==> src/rtl/quad_pkg.sv <==
// Shared types and constants for the quadratic-solver issue block.
// The default float width, the solver pipeline depth, the packed
// coefficient triple and the fork FSM state encoding live here.
package quad_pkg;

  localparam int QUAD_LATENCY = 91;
  localparam int QUAD_SIZE    = 32;

  typedef struct packed {
    logic [QUAD_SIZE-1:0] a;
    logic [QUAD_SIZE-1:0] b;
    logic [QUAD_SIZE-1:0] c;
  } quad_coef_t;

  typedef enum logic {
    FORK_IDLE,
    FORK_PARTIAL
  } fork_state_t;

endpackage

==> src/rtl/axis_skid.sv <==
// Two-entry skid buffer for the root return path.
// Every accepted word is registered, so it shows up on the output one
// cycle after it is accepted. The input ready is a register that reflects
// "not full". This lets back-to-back words stream at one per cycle while
// the output is being drained.
module axis_skid #(
  parameter int WIDTH = 32
) (
  input  logic             i_clk,
  input  logic             i_rst,
  input  logic [WIDTH-1:0] i_sData,
  input  logic             i_sValid,
  output logic             o_sReady,
  output logic [WIDTH-1:0] o_mData,
  output logic             o_mValid,
  input  logic             i_mReady,
  output logic [1:0]       o_count
);

  logic [WIDTH-1:0] r_mem [2];
  logic             r_head;
  logic [1:0]       r_count;
  logic             r_ready;
  logic             w_push;
  logic             w_pop;
  logic             w_tail;
  logic [1:0]       w_countNext;

  assign w_push      = i_sValid & r_ready;
  assign w_pop       = (r_count != 2'd0) & i_mReady;
  assign w_tail      = r_head ^ r_count[0];
  assign w_countNext = r_count + {1'b0, w_push} - {1'b0, w_pop};

  // Occupancy, read pointer and the registered not-full ready
  always_ff @(posedge i_clk or posedge i_rst) begin
    if (i_rst) begin
      r_head  <= 1'b0;
      r_count <= 2'd0;
      r_ready <= 1'b0;
    end else begin
      if (w_pop) begin
        r_head <= ~r_head;
      end
      r_count <= w_countNext;
      r_ready <= (w_countNext != 2'd2);
    end
  end

  // Data storage needs no reset; occupancy decides what is visible
  always_ff @(posedge i_clk) begin
    if (w_push) begin
      r_mem[w_tail] <= i_sData;
    end
  end

  assign o_sReady = r_ready;
  assign o_mValid = (r_count != 2'd0);
  assign o_mData  = r_mem[r_head];
  assign o_count  = r_count;

endmodule

==> src/rtl/quad_issue.sv <==
// Issue/return wrapper around a pipelined quadratic solver.
// The fork side sends the a/b/c coefficients to three independent
// channels and accepts the packed problem only after all three have gone
// out. It also limits how many problems are in flight at once.
// The return side passes roots through a two-entry skid buffer. A root
// that has no matching in-flight problem is dropped, and this is flagged.
// Optional feature macro: QUAD_ISSUE_TAG_EN adds m_axis_out_tuser. This
// port carries a wrapping issue tag for each root.
module quad_issue
  import quad_pkg::*;
#(
  parameter int SIZE            = QUAD_SIZE,
  parameter int MAX_OUTSTANDING = 128
) (
  input  logic                                 aclk,
  input  logic                                 areset,
  input  logic [3*SIZE-1:0]                    s_axis_coef_tdata,
  input  logic                                 s_axis_coef_tvalid,
  output logic                                 s_axis_coef_tready,
  output logic [SIZE-1:0]                      m_axis_a_tdata,
  output logic                                 m_axis_a_tvalid,
  input  logic                                 m_axis_a_tready,
  output logic [SIZE-1:0]                      m_axis_b_tdata,
  output logic                                 m_axis_b_tvalid,
  input  logic                                 m_axis_b_tready,
  output logic [SIZE-1:0]                      m_axis_c_tdata,
  output logic                                 m_axis_c_tvalid,
  input  logic                                 m_axis_c_tready,
  input  logic [SIZE-1:0]                      s_axis_root_tdata,
  input  logic                                 s_axis_root_tvalid,
  output logic                                 s_axis_root_tready,
  output logic [SIZE-1:0]                      m_axis_out_tdata,
  output logic                                 m_axis_out_tvalid,
  input  logic                                 m_axis_out_tready,
  output logic [$clog2(MAX_OUTSTANDING+1)-1:0] outstanding,
`ifdef QUAD_ISSUE_TAG_EN
  output logic [$clog2(MAX_OUTSTANDING)-1:0]   m_axis_out_tuser,
`endif
  output logic                                 err_unexpected
);

  localparam int              OW      = $clog2(MAX_OUTSTANDING + 1);
  localparam logic [OW-1:0]   MAX_CNT = OW'(MAX_OUTSTANDING);

  fork_state_t   r_state;
  fork_state_t   w_stateNext;
  logic          r_aDone, r_bDone, r_cDone;
  logic          w_aDoneNext, w_bDoneNext, w_cDoneNext;
  logic          r_live;
  logic [OW-1:0] r_outstanding;
  logic          r_err;
  logic          w_credit;
  logic          w_aFire, w_bFire, w_cFire, w_coefFire;
  logic          w_rootFire, w_unexpected, w_outFire;
  logic          w_skidPush, w_skidReady, w_outValid;
  logic [1:0]    w_skidCount;

  // r_live gates all issue activity. It stays low until the first edge after reset is released.
  assign w_credit = r_live & (r_outstanding < MAX_CNT);

  assign m_axis_a_tdata  = s_axis_coef_tdata[3*SIZE-1 -: SIZE];
  assign m_axis_b_tdata  = s_axis_coef_tdata[2*SIZE-1 -: SIZE];
  assign m_axis_c_tdata  = s_axis_coef_tdata[SIZE-1:0];
  assign m_axis_a_tvalid = s_axis_coef_tvalid & w_credit & ~r_aDone;
  assign m_axis_b_tvalid = s_axis_coef_tvalid & w_credit & ~r_bDone;
  assign m_axis_c_tvalid = s_axis_coef_tvalid & w_credit & ~r_cDone;

  assign w_aFire = m_axis_a_tvalid & m_axis_a_tready;
  assign w_bFire = m_axis_b_tvalid & m_axis_b_tready;
  assign w_cFire = m_axis_c_tvalid & m_axis_c_tready;

  assign s_axis_coef_tready = w_credit & (r_aDone | w_aFire) & (r_bDone | w_bFire)
                              & (r_cDone | w_cFire);
  assign w_coefFire = s_axis_coef_tvalid & s_axis_coef_tready;

  // Fork FSM next state: the problem handshake clears everything; otherwise latch each channel's send
  always_comb begin
    w_stateNext = r_state;
    w_aDoneNext = r_aDone;
    w_bDoneNext = r_bDone;
    w_cDoneNext = r_cDone;
    if (w_coefFire) begin
      w_stateNext = FORK_IDLE;
      w_aDoneNext = 1'b0;
      w_bDoneNext = 1'b0;
      w_cDoneNext = 1'b0;
    end else begin
      if (w_aFire) w_aDoneNext = 1'b1;
      if (w_bFire) w_bDoneNext = 1'b1;
      if (w_cFire) w_cDoneNext = 1'b1;
      if (w_aFire | w_bFire | w_cFire) w_stateNext = FORK_PARTIAL;
    end
  end

  // Fork FSM state and per-channel done flags
  always_ff @(posedge aclk or posedge areset) begin
    if (areset) begin
      r_state <= FORK_IDLE;
      r_aDone <= 1'b0;
      r_bDone <= 1'b0;
      r_cDone <= 1'b0;
    end else begin
      r_state <= w_stateNext;
      r_aDone <= w_aDoneNext;
      r_bDone <= w_bDoneNext;
      r_cDone <= w_cDoneNext;
    end
  end

  // Liveness flag that keeps every handshake closed while reset is held
  always_ff @(posedge aclk or posedge areset) begin
    if (areset) r_live <= 1'b0;
    else        r_live <= 1'b1;
  end

  // A root is unexpected when every in-flight problem already has its root waiting in the skid buffer
  assign w_rootFire   = s_axis_root_tvalid & w_skidReady;
  assign w_unexpected = w_rootFire & ({{(OW-2){1'b0}}, w_skidCount} == r_outstanding);
  assign w_skidPush   = s_axis_root_tvalid & ~w_unexpected;
  assign w_outFire    = w_outValid & m_axis_out_tready;

  axis_skid #(
    .WIDTH (SIZE)
  ) u_skid (
    .i_clk    (aclk),
    .i_rst    (areset),
    .i_sData  (s_axis_root_tdata),
    .i_sValid (w_skidPush),
    .o_sReady (w_skidReady),
    .o_mData  (m_axis_out_tdata),
    .o_mValid (w_outValid),
    .i_mReady (m_axis_out_tready),
    .o_count  (w_skidCount)
  );

  assign s_axis_root_tready = w_skidReady;
  assign m_axis_out_tvalid  = w_outValid;

  // In-flight count: up on problem accept, down on root delivery, unchanged when both happen
  always_ff @(posedge aclk or posedge areset) begin
    if (areset) begin
      r_outstanding <= '0;
    end else begin
      case ({w_coefFire, w_outFire})
        2'b10:   r_outstanding <= r_outstanding + OW'(1);
        2'b01:   r_outstanding <= r_outstanding - OW'(1);
        default: r_outstanding <= r_outstanding;
      endcase
    end
  end

  // Sticky record of any dropped unexpected root
  always_ff @(posedge aclk or posedge areset) begin
    if (areset) r_err <= 1'b0;
    else        r_err <= r_err | w_unexpected;
  end

  assign outstanding    = r_outstanding;
  assign err_unexpected = r_err;

`ifdef QUAD_ISSUE_TAG_EN
  localparam int TW = $clog2(MAX_OUTSTANDING);

  logic [TW-1:0] r_tag;
  logic [TW-1:0] r_tagWr;
  logic [TW-1:0] r_tagRd;
  logic [TW-1:0] r_tagMem [MAX_OUTSTANDING];

  // Tag counter and tag FIFO pointers. The tag is pushed at problem accept and popped when its root is delivered.
  always_ff @(posedge aclk or posedge areset) begin
    if (areset) begin
      r_tag   <= '0;
      r_tagWr <= '0;
      r_tagRd <= '0;
    end else begin
      if (w_coefFire) begin
        r_tag   <= r_tag + TW'(1);
        r_tagWr <= (r_tagWr == TW'(MAX_OUTSTANDING - 1)) ? '0 : r_tagWr + TW'(1);
      end
      if (w_outFire) begin
        r_tagRd <= (r_tagRd == TW'(MAX_OUTSTANDING - 1)) ? '0 : r_tagRd + TW'(1);
      end
    end
  end

  // Tag storage, written with the tag current at problem accept
  always_ff @(posedge aclk) begin
    if (w_coefFire) begin
      r_tagMem[r_tagWr] <= r_tag;
    end
  end

  assign m_axis_out_tuser = r_tagMem[r_tagRd];
`endif

endmodule

==> config.mk <==
export PLATFORM = sky130hd
export DESIGN_NAME = quad_issue
export DESIGN_NICKNAME = d
export VERILOG_FILES = /design/src/rtl/quad_pkg.sv /design/src/rtl/axis_skid.sv /design/src/rtl/quad_issue.sv
export SDC_FILE = /design/constraint.sdc
export NUM_CORES = 1
export LEC_CHECK = 0
export BUFFER_PORTS_ARGS = -buffer_cell sky130_fd_sc_hd__buf_2
export CORE_ASPECT_RATIO = 0.8
export CORE_MARGIN = 2
export CORE_UTILIZATION = 38
export DETAILED_ROUTE_END_ITERATION = 8
export MAX_ROUTING_LAYER = met4
export PLACE_DENSITY = 0.89
export SLEW_MARGIN = 20
export SYNTH_ARGS = -nofsm -noshare
export SYNTH_HDL_FRONTEND = slang
export SYNTH_SLANG_ARGS = --single-unit
==> constraint.sdc <==
create_clock -name aclk -period 2.8 [get_ports aclk]
set_input_delay 0.28 -clock aclk [delete_from_list [all_inputs] [get_ports aclk]]
set_output_delay 0.28 -clock aclk [all_outputs]
set_load 0.05 [all_outputs]
# --- Word level (Yosys, flattened, before mapping) ---
# Memories as Yosys holds them, arrays and structs flattened.
# Cells that the tools add are included.
word_totals:
  ff_bits: 17
  ramBits: 64
  inputBits: 136
  out_inout_bits: 143
  mem_count: 1
mem_list:
  columns: ["memory", "depth", "word_bits", "rd", "rd_clocked_by_memory_dff", "write_ports", "line_no", "source"]
  rows:
  - ["u_skid.r_mem", 2, 32, 1, 0, 1, "axis_skid.sv:20", "logic [WIDTH-1:0] r_mem [2];"]
classes:
  n_addsub: 4
  n_lt_le_gt_ge: 1
  n_eq_ne: 4
  muxes: 9
  bitwise: 27
  n_reduce_logical: 5
ops:
  columns: ["op", "n"]
  rows:
  - ["1-bit bitwise AND", 17]
  - ["8-bit one-hot mux with 2 select lines", 1]
  - ["2-bit nonzero test", 5]
  - ["8-bit by 1-bit adder with 8-bit output, second input constant", 1]
  - ["2-bit by 8-bit == test with 1-bit output", 1]
  - ["8-bit less-than comparator, second input constant", 1]
  - ["1-bit two-way mux", 8]
  - ["8-bit by 1-bit subtractor with 8-bit output, second input constant", 1]
  - ["1-bit inverter", 5]
  - ["1-bit bitwise OR", 4]
  - ["2-bit by 1-bit adder with 2-bit output", 1]
  - ["2-bit by 1-bit == test with 1-bit output, second input constant", 1]
  - ["2-bit == test, second input constant", 1]
  - ["2-bit inequality test, second input constant", 1]
  - ["2-bit by 1-bit subtractor with 2-bit output", 1]
  - ["1-bit bitwise XOR", 1]

# --- Depth between registers and ports, before layout ---
depth:
  ltp_word: 12
  depth_mapped: 13
  ltp_nobuf: 13

# --- Hierarchy ---
# Synthesis repeated with hierarchy kept, for this count alone.
hier_totals:
  cells_unflattened: 309
  area_unflattened_um2: 4282.9
by_module_without_submodules:
  columns: ["mod", "n_inst", "cells_each", "area_each_um2"]
  rows:
  - ["axis_skid", 1, 120, 2677.6]
  - ["quad_issue", 1, 189, 1605.3]

# --- Least setup slack after synthesis ---
# No wires, ideal clock.
synth_path:
  kind: "reg2reg"
  from: "reg r_outstanding[7] (netlist: outstanding[7])"
  to: "reg r_outstanding[7] (netlist: outstanding[7])"
  setup_time_ns: 0.143
  t_arrival_ns: 4.522
  t_required_ns: 2.657
  path_slack_ns: -1.865
  path_stages_with_launch: 13
  n_path_buf: 0
  period_less_slack_ns: 4.665
  path_cell_list: "dfrtp_1 and3b_1 a21oi_1 nor4_1 and2_1 inv_2 ha_1 ha_1 and3_1 a2111oi_4 nor4_1 a311oi_2 xnor2_1"
synth_via:
  elab_chain_cells: 12
synth_rtl:
  columns: ["element", "line_no", "source"]
  rows:
  - ["start, declared", "quad_issue.sv:50", "logic [OW-1:0] r_outstanding;"]
  - ["start signal, assigned", "quad_issue.sv:145", "2'b10: r_outstanding <= r_outstanding + OW'(1);"]
  - ["start signal, assigned", "quad_issue.sv:146", "2'b01: r_outstanding <= r_outstanding - OW'(1);"]
  - ["start signal, assigned", "quad_issue.sv:147", "default: r_outstanding <= r_outstanding;"]
  - ["8-bit less-than comparator (*)", "quad_issue.sv:59", "assign w_credit = r_live & (r_outstanding < MAX_CNT);"]
  - ["1-bit bitwise AND (*)", "quad_issue.sv:59", null]
  - ["1-bit bitwise AND", "quad_issue.sv:64, quad_issue.sv:65, quad_issue.sv:66", null]
  - ["1-bit bitwise AND", "quad_issue.sv:64", "assign m_axis_a_tvalid = s_axis_coef_tvalid & w_credit & ~r_aDone;"]
  - ["1-bit bitwise AND", "quad_issue.sv:68", "assign w_aFire = m_axis_a_tvalid & m_axis_a_tready;"]
  - ["1-bit bitwise OR", "quad_issue.sv:72", "assign s_axis_coef_tready = w_credit & (r_aDone | w_aFire) & (r_bDone | w_bFire)"]
  - ["1-bit bitwise AND (2 in series)", "quad_issue.sv:72", null]
  - ["1-bit bitwise AND (*)", "quad_issue.sv:73", "& (r_cDone | w_cFire);"]
  - ["named net s_axis_coef_tready", "quad_issue.sv:19", "output logic s_axis_coef_tready,"]
  - ["1-bit bitwise AND (*)", "quad_issue.sv:74", "assign w_coefFire = s_axis_coef_tvalid & s_axis_coef_tready;"]
  - ["2-bit by 1-bit == test with 1-bit output / 2-bit == test (equally long branches)", "quad_issue.sv:144", "case ({w_coefFire, w_outFire})"]
  - ["8-bit one-hot mux with 2 select lines / 2-bit nonzero test (equally long branches)", null, null]
# Mark *: on every way through the listed nets, which the timed path passes. The rest lies on a longest branch.
# A chain may end at the register's enable or synchronous reset.

# --- Worst setup path after layout ---
layout_path:
  from: "reg r_live"
  to: "reg r_outstanding[7] (netlist: outstanding[7])"
layout_via:
  elab_chain_cells: 11
layout_rtl:
  columns: ["element", "line_no", "source"]
  rows:
  - ["start, declared", "quad_issue.sv:49", "logic r_live;"]
  - ["start signal, assigned", "quad_issue.sv:112", "if (areset) r_live <= 1'b0;"]
  - ["start signal, assigned", "quad_issue.sv:113", "else r_live <= 1'b1;"]
  - ["1-bit bitwise AND (*)", "quad_issue.sv:59", null]
  - ["1-bit bitwise AND", "quad_issue.sv:64, quad_issue.sv:65, quad_issue.sv:66", null]
  - ["1-bit bitwise AND", "quad_issue.sv:64", null]
  - ["1-bit bitwise AND", "quad_issue.sv:68", null]
  - ["1-bit bitwise OR", "quad_issue.sv:72", null]
  - ["1-bit bitwise AND (2 in series)", "quad_issue.sv:72", null]
  - ["1-bit bitwise AND (*)", "quad_issue.sv:73", null]
  - ["1-bit bitwise AND (*)", "quad_issue.sv:74", null]
  - ["2-bit by 1-bit == test with 1-bit output / 2-bit == test (equally long branches)", "quad_issue.sv:144", null]
  - ["8-bit one-hot mux with 2 select lines / 2-bit nonzero test (equally long branches)", null, null]
# Every way passes the cells marked *; elsewhere a longest branch is shown, timed or not.

==> metrics.yaml <==
routing:
  antenna_left: 0
  viasPerCell: 4.92
  wl_met3_microns: 812
  wl_met2_mm: 3.86
  first_iter_violations: 66
  drt-met1-wl_mm: 3.05
  wl_per_cell_microns: 17.6
  routed_wl_mm: 7.99
  num_vias: 2233
  dr.pass1.iters: 4
  top_layer_used: "met4"
  drc: 0
synth:
  synthCells: 306
  yosysTopAreaCell: "edfxtp_1"
  synthTopCellsByArea: "edfxtp_1 47%, buf_4 18%, dfrtp_1 10%, mux2_2 8.2%, ha_1 2.7%"
  ys_ff_latch: 81
  synth_cell_types: 42
  synth_top_area_share_pct: 46.9
  synth.most_common_cell: "buf_4"
  synth-edff-count: 64
  yosys_warnings: 0
  ys_seq_area_share_pct: 57.3
  synth.net_count: 452
  synth_ff_type: "edfxtp_1"
  synth.cell_area_sq_um: 4100
  synth_common_cells: "96 x buf_4, 64 x edfxtp_1, 30 x mux2_2"
  synthArstFlopShare_pct: 21.0
  avgSynthCellArea_sq_um: 13.4
global_routing:
  gr-usage-all-layers_pct: 14.3
  grt.overflow.total: 0
  grt_pass1_vias: 2451
  grt_first_pass_wirelength_mm: 12.4
  antenna_found_initial: 0
  grt_max_degree: 34
critical_path:
  end_kind: "flop"
  critPathArrivalTime_ps: 3100
  critPathRequiredTime_ps: 3050
  cp_max_fo: 6
  start_kind: "flop"
  path_class: "flop to flop"
flow_run:
  cap_violations: 0
power:
  swShare_pct: 44.8
  p_switching_mw: 2.90
  pwr-share-comb_pct: 50.9
  irDropWorstVdd_uv: 966
  power_frac_seq_pct: 31.0
  clockPowerShare_pct: 18.1
  pwr_density_cell_nw_per_um2: 1450
  p_leak_nw: 1.77
  internal-power_mw: 3.57
sta:
  skew_ps: 8.51
  setup_viol: 1
  max_slew_margin_pct: 33.0
  min_period_over_period_pct: 102
  fin_ws_ps: -53.0
  slew_violations: 0
  grt_setup_unrepaired: "yes"
  hold_viol: 0
  max_freq_ghz: 0.351
  finalSetupTns_ps: -53.0
  finalCriticalPeriod_ps: 2850
  tightest_slew_ps: 1000
floorplan:
  ios: 279
  rows: 33
  initial_utilization_pct: 39.6
  die_h_microns: 96.9
  die_w_microns: 120
  core_area_sq_um: 10400
  dieArea_sq_um: 11600
clock_network:
  cts.path.max_buffers: 2
  cts_tree: "done"
  cts_root_buffer: "clkbuf_16"
  cts_made_buffers: 9
  clkTransAtPathRegs_ps: 60
  h-tree-depth: 3
  clk-insertion-delay-late_ps: 330
  cts_num_sinks: 81
  cts_hold_buf: 0
cells_and_area:
  fin_util_pct: 43.1
  syn2layout_area_growth_pct: 8.91
  nFillCells: 952
  nNetsFinal: 455
  drive_gt1_share_pct: 52.2
  diodes: 0
run_status:
  violations: "negative setup slack"
  status: "finished with violations"
placed_design:
  gp_congestion: 0.837
  dp_hpwl_mm: 5.39
  numPortBuffers: 86
min_path:
  hold_class: "input port to asynchronous set/reset pin"
power by group through the flow:
| stage | Combinational, mW | Sequential [mW] | Clock [mW] |
|---|---|---|---|
| global placement | 3.17 | 2.00 | 0 |
| CTS | 3.31 | 2.01 | 1.20 |
| finish | 3.30 | 2.01 | 1.17 |
| global route | 3.50 | 2.05 | 1.25 |
| floorplan | 2.68 | 2.22 | 0 |
| detailed placement | 3.25 | 2.03 | 0 |
cells by family (layout without fill, tap and decap cells):
group           after synthesis  count (layout)  share of synthesized area [%]
compound gates               22              22                           4.00
flops                        81              81                           57.3
fa+ha+maj                    10              10                           3.24
other cells                   1               1                         0.0915
xor+xnor                     11              11                           2.35
buf+inv                     110             118                           19.0
simple gates                 37              37                           4.82
mux                          34              34                           9.28
worst paths after layout:
kind                                          start                            end  slack [ps]  cells past startpoint
min in group aclk             s_axis_root_tdata[22]  u_skid.r_mem[0][22]$_DFFE_PP_         140                      1
setup / recovery                   r_live$_DFF_PP0_     outstanding[7]$_DFFE_PP0P_         -50                     12
max in group asynchronous                    areset     outstanding[7]$_DFFE_PP0P_        2260                      2
hold reg to reg            err_unexpected$_DFF_PP0_       err_unexpected$_DFF_PP0_         480                      1
hold / removal                               areset     outstanding[2]$_DFFE_PP0P_          50                      2
setup reg to reg                   r_live$_DFF_PP0_     outstanding[7]$_DFFE_PP0P_         -50                     12
sequential cells by signal, summed over array words and instances (netlist names):
register / flops
r_live: 1
r_aDone: 1
err_unexpected: 1
u_skid.r_mem: 64
u_skid.o_sReady: 1
u_skid.r_head: 1
u_skid.o_count: 2
r_bDone: 1
outstanding: 8
r_cDone: 1
stage by stage:
| step | instance area (sq um) | hold WS (ps) | power [mW] | std cells | setup WS, ps |
|---|---|---|---|---|---|
| finish | 4460 | 50.6 | 6.48 | 454 | -53.0 |
| global route | 4460 | 115 | 6.81 | 454 | -173 |
| CTS | 4450 | 66.2 | 6.52 | 453 | -51.9 |
| detailed placement | 4100 | 428 | 5.28 | 433 | -92.9 |
| global placement | 4100 | 419 | 5.17 | 433 | 27.9 |
| floorplan | 4220 | 206 | 4.90 | 306 | -668 |
routing by layer:
layer / track usage [%] / up-vias
met5: - / -
met3: 8.08 / 50
li1: - / 981
met4: 7.15 / 0
met2: 23.1 / 143
met1: 13.8 / 1059
timing repair:
item | CTS | global route
pin swaps | 9 | 6
resized for setup | 3 | 1
endpoints found under the setup margin | 2 | 2
setup buffers | 4 | 1
endpoints found under the hold margin | 0 | 0
critical path: stages (launching register included):
cell and delay [ps]:
dfrtp_1 430, and3b_2 280, a21oi_4 80, nor4_4 230
and2_4 200, inv_2 40, ha_4 200, ha_4 270
and3_4 150, a2111oi_4 390, nor4_2 90, a311oi_2 240
xnor2_1 160
cells in the final DEF (no fill, tap or decap), types with 7 or more instances in the layout:
cell	instances
inv_1	7
dfrtp_1	16
nand2_1	8
xnor2_1	7
mux2_2	30
buf_2	86
buf_4	8
clkbuf_16	9
nor2_1	9
edfxtp_1	64
layout make-up:
| class | instances | area, sq um | area share (%) |
|---|---|---|---|
| clock buffers | 9 | 225 | 5.04 |
| clock inverters | 7 | 78.8 | 1.77 |
| inverters | 8 | 30.0 | 0.673 |
| multi-input cells | 115 | 1120 | 25.0 |
| flip-flops and latches | 81 | 2350 | 52.6 |
| well taps | 140 | 175 | 3.92 |
| repair buffers | 94 | 490 | 11.0 |
No activity file was read; power rests on OpenSTA's default activity.
